## src/rtl/ram_byte_ctrl.sv

```systemverilog
// Byte-serial load/store sequencer for the byte-wide data RAM.
// Splits a 32-bit LSU request into little-endian byte accesses and returns one extended response.
module ram_byte_ctrl #(
  parameter int ADDR_W = 15
) (
  input  logic              clk,
  input  logic              rst_n,
  input  logic              req_valid,
  output logic              req_ready,
  input  logic              req_we,
  input  logic [1:0]        req_size,
  input  logic              req_unsigned,
  input  logic [ADDR_W-1:0] req_addr,
  input  logic [31:0]       req_wdata,
  output logic              rsp_valid,
  output logic              rsp_err,
  output logic [31:0]       rsp_rdata,
  output logic              ram_we,
  output logic [ADDR_W-1:0] ram_waddr,
  output logic [7:0]        ram_wdata,
  output logic              ram_re,
  output logic [ADDR_W-1:0] ram_raddr,
  input  logic [7:0]        ram_rdata
);

  typedef enum logic [1:0] {IDLE, ACCESS, RESP} state_t;

  state_t            state, state_nxt;
  logic              we_q, uns_q;
  logic [1:0]        size_q;
  logic [ADDR_W-1:0] addr_q;
  logic [31:0]       wdata_q;
  logic [1:0]        idx;
  logic [31:0]       asm_q, asm_nxt, ext;
  logic              illegal, last;
  logic [ADDR_W-1:0] acc_addr;

  assign illegal = (req_size == 2'b11)
                || (req_size == 2'b01 && req_addr[0])
                || (req_size == 2'b10 && req_addr[1:0] != 2'b00);

  assign last = (size_q == 2'b00)
             || (size_q == 2'b01 && idx == 2'd1)
             || (size_q == 2'b10 && idx == 2'd3);

  // Legal requests are aligned, so OR-ing the byte index never needs a carry.
  assign acc_addr = {addr_q[ADDR_W-1:2], addr_q[1:0] | idx};

  always_comb begin
    asm_nxt = asm_q;
    asm_nxt[{idx, 3'b000} +: 8] = ram_rdata;
  end

  always_comb begin
    case (size_q)
      2'b00:   ext = {{24{~uns_q & asm_nxt[7]}},  asm_nxt[7:0]};
      2'b01:   ext = {{16{~uns_q & asm_nxt[15]}}, asm_nxt[15:0]};
      default: ext = asm_nxt;
    endcase
  end

  always_ff @(posedge clk) begin
    if (!rst_n) state <= IDLE;
    else        state <= state_nxt;
  end

  always_comb begin
    state_nxt = state;
    case (state)
      IDLE:    if (req_valid) state_nxt = illegal ? RESP : ACCESS;
      ACCESS:  if (last)      state_nxt = RESP;
      RESP:                   state_nxt = IDLE;
      default:                state_nxt = IDLE;
    endcase
  end

  // Response registers default to zero so they only carry data during RESP.
  always_ff @(posedge clk) begin
    if (!rst_n) begin
      we_q      <= 1'b0;
      uns_q     <= 1'b0;
      size_q    <= 2'b00;
      addr_q    <= '0;
      wdata_q   <= '0;
      idx       <= 2'd0;
      asm_q     <= '0;
      rsp_err   <= 1'b0;
      rsp_rdata <= '0;
    end else begin
      rsp_err   <= 1'b0;
      rsp_rdata <= '0;
      case (state)
        IDLE: if (req_valid) begin
          we_q    <= req_we;
          uns_q   <= req_unsigned;
          size_q  <= req_size;
          addr_q  <= req_addr;
          wdata_q <= req_wdata;
          idx     <= 2'd0;
          asm_q   <= '0;
          rsp_err <= illegal;
        end
        ACCESS: begin
          idx <= idx + 2'd1;
          if (!we_q) asm_q <= asm_nxt;
          if (last && !we_q) rsp_rdata <= ext;
        end
        default: ;
      endcase
    end
  end

  assign req_ready = rst_n && (state == IDLE);
  assign rsp_valid = (state == RESP);
  assign ram_we    = rst_n && (state == ACCESS) && we_q;
  assign ram_re    = rst_n && (state == ACCESS) && !we_q;
  assign ram_waddr = acc_addr;
  assign ram_raddr = acc_addr;
  assign ram_wdata = wdata_q[{idx, 3'b000} +: 8];

endmodule
```

## config.mk

```make
export PLATFORM = sky130hd
export DESIGN_NAME = ram_byte_ctrl
export DESIGN_NICKNAME = d
export VERILOG_FILES = /design/src/rtl/ram_byte_ctrl.sv
export SDC_FILE = /design/constraint.sdc
export NUM_CORES = 1
export LEC_CHECK = 0
export ABC_AREA = 1
export BUFFER_PORTS_ARGS = -buffer_cell sky130_fd_sc_hd__buf_2
export CAP_MARGIN = 15
export CORE_AREA = 2 2 124 96
export DETAILED_ROUTE_END_ITERATION = 10
export DIE_AREA = 0 0 126 98
export PLACE_DENSITY = 0.78
export SYNTH_ARGS = -nofsm -noshare
export SYNTH_HDL_FRONTEND = slang
export SYNTH_SLANG_ARGS = --single-unit
```

## constraint.sdc

```tcl
create_clock -name clk -period 2.3 [get_ports clk]
set_input_delay 0.69 -clock clk [delete_from_list [all_inputs] [get_ports clk]]
set_output_delay 0.69 -clock clk [all_outputs]
set_load 0.005 [all_outputs]
```

==> out/metrics.cfg <==
[die]
die_area_mm2 = 0.01235
ioPinCount = 137
initial_utilization_pct = 45.91
core_area_mm2 = 0.01123
fp.dieW_um = 126
die_y_um = 98
placementRows = 34

[timing]
fin_crit_ps = 2167
worst_pin_slew_ps = 567.0
worst_slew_margin_rel_pct = 62.06
finalHoldViolCount = 0
finalMaxSlewViolations = 0
fmax_ghz = 0.4616
min_period_over_period_pct = 94.20
fin_skew_ps = 9.176
setup_viol = 0
fin_setup_tns_ps = 0
rsz0062_at_grt = false

[hold_path]
min_path_cells = 1
hold_path_class = reg2reg

[critical_path]
critPathArrivalTime_ps = 1480
crit_required_ps = 1610
start_kind = flop
rr_worst_depth = 9
crit_fanout = 27
cp-end-kind = output port
crit_type = reg2out

[final_layout]
n_antenna_cell = 0
finalNonFillerCells = 938
fillers = 1089
layout.nets = 849
multi_input_area_mm2 = 0.002113
seqCellArea_mm2 = 0.002402
syn_to_final_growth_pct = 22.64
layout-drive-gt1-share_pct = 25.69

[synth]
syn_nets = 742
ys_async_sr_fraction_pct = 0
yosysUniqueCellTypes = 34
synth.most_common_cell = nor2_1
ys_top_cells_by_area = dfxtp_1 47%, nor2_1 11%, o21ai_0 8.7%
synth-edff-count = 0
ys_dominant_reg_cell = dfxtp_1
synth_area_per_cell_um2 = 7.650
synth_top_cells_by_count = 148 x nor2_1, 120 x dfxtp_1, 90 x o21ai_0
yosysTopAreaCell = dfxtp_1
netlist_area_mm2 = 0.005156
synth_top_area_share_pct = 46.59
ys_warn_count = 0
syn_inst = 674
synth_seq_cells = 120
seq_area_frac_synth_pct = 46.59

[placement]
gp_congestion = 0.9001
dp.cells = 906
port_buffers = 136
dp_hpwl_um = 9142

[detailed_routing]
firstDrtPassIters = 5
viasPerCell = 5.058
ant_nets = 0
wl_per_cell_um = 13.93
dr_total_vias = 4744
drt-total-wl_um = 13060
drt-initial-drc-count = 465
route.detailed.drc = 0

[power]
ir_worst_vdd_uv = 515.9
p_leak_uw = 0.003004
powerDensity_mw_per_mm2 = 881.0

[cts]
cts_sinks = 120
cts_root_buf = clkbuf_16
cts_tree = done
postCtsSetupRepairBufs = 0
ctsResizeCount = 0
cts-buffers-inserted = 17
clkLatencyLatePin_ps = 410
cts.path.max_buffers = 2
htreeDepth = 4
clk_pin_slew_ps = 50
postCtsHoldBufs = 0

[global_route]
grt_start_max_net_pins = 51
grt_overflow_total = 0
grt_pass1_vias = 4301
antenna_found_initial = 0
grt.total_usage_pct = 21.76
grt_pass1_wl_um = 21520

[run]
max_cap_viol_count = 0

[run_status]
status = finished clean

final cells by class:
cell class              instances  area share, %
clock inverters                12          2.355
well taps                     144          2.849
clock buffers                  20          7.380
inverters                      55          3.383
repair buffers                150          12.62
multi-input cells             437          33.42
flip-flops and latches        120          37.99
metal layers:
| metal | global-route usage, % | share of wire (%) |
|---|---|---|
| met1 | 30.02 | 46 |
| met2 | 33.13 | 44 |
| met3 | 6.411 | 8.5 |
| met4 | 6.509 | 1.3 |
| met5 | 0 | 0 |
critical path, cell delays in order, from the launching register on:
cell     delay [ps]
dfxtp_1         320
buf_4           290
o21ai_0         130
o22ai_1         170
buf_2           140
sequential cells by signal, indices dropped and copies added (netlist names):
register / flops
asm_q: 32
rsp_rdata: 32
wdata_q: 32
addr_q: 15
idx: 2
size_q: 2
state: 2
rsp_err: 1
uns_q: 1
we_q: 1
final timing paths:
kind	from	end	slack, ps
max reg2reg	idx[0]	rsp_rdata[17]	280
min reg2reg	asm_q[17]	asm_q[17]	450
max	idx[0]	ram_wdata[1]	130
min	asm_q[17]	asm_q[17]	450
cells by family after synthesis:
group	count (synthesis)	synth area share, %
AND/OR/NAND/NOR	269	21.86
AO/OA/AOI/OAI	162	17.67
flip-flops	120	46.59
buffers and inverters	117	12.42
adder cells (fa/ha/maj)	6	1.456
cells in the final DEF (no fill, tap or decap), types with 4 or more instances in the layout:
cell	n
o21ai_0	90
buf_4	13
o22ai_1	19
clkinvlp_4	4
ha_1	6
a21oi_1	32
nand4_1	9
clkbuf_16	17
nand2_1	83
buf_2	136
nor2_1	148
a22o_1	9
nand3_1	15
inv_2	5
a21o_1	8
inv_1	47
dfxtp_1	120
clkinv_2	4
through the flow:
step,instance area [um2],total power (uW),hold slack (ps),setup slack [ps],utilization (%)
final,6324,5571,451.2,133.5,56.31
after global routing,6324,5799,474.2,4.162,56.31
after CTS,6324,5604,452.9,124.9,56.31
after detailed placement,5708,2895,440.5,339.5,50.82
after global placement,5708,2885,432.4,330.9,50.82
after floorplan,5156,2730,426.4,96.24,-
where the power goes:
part / leakage, uW / total [uW] / switching [uW] / internal (uW)
combinational: 0.00173 / 622 / 387 / 236
clock: 0.000294 / 2720 / 934 / 1780
sequential: 0.000980 / 2230 / 52.6 / 2180
Power figures use the tool's default switching activity.
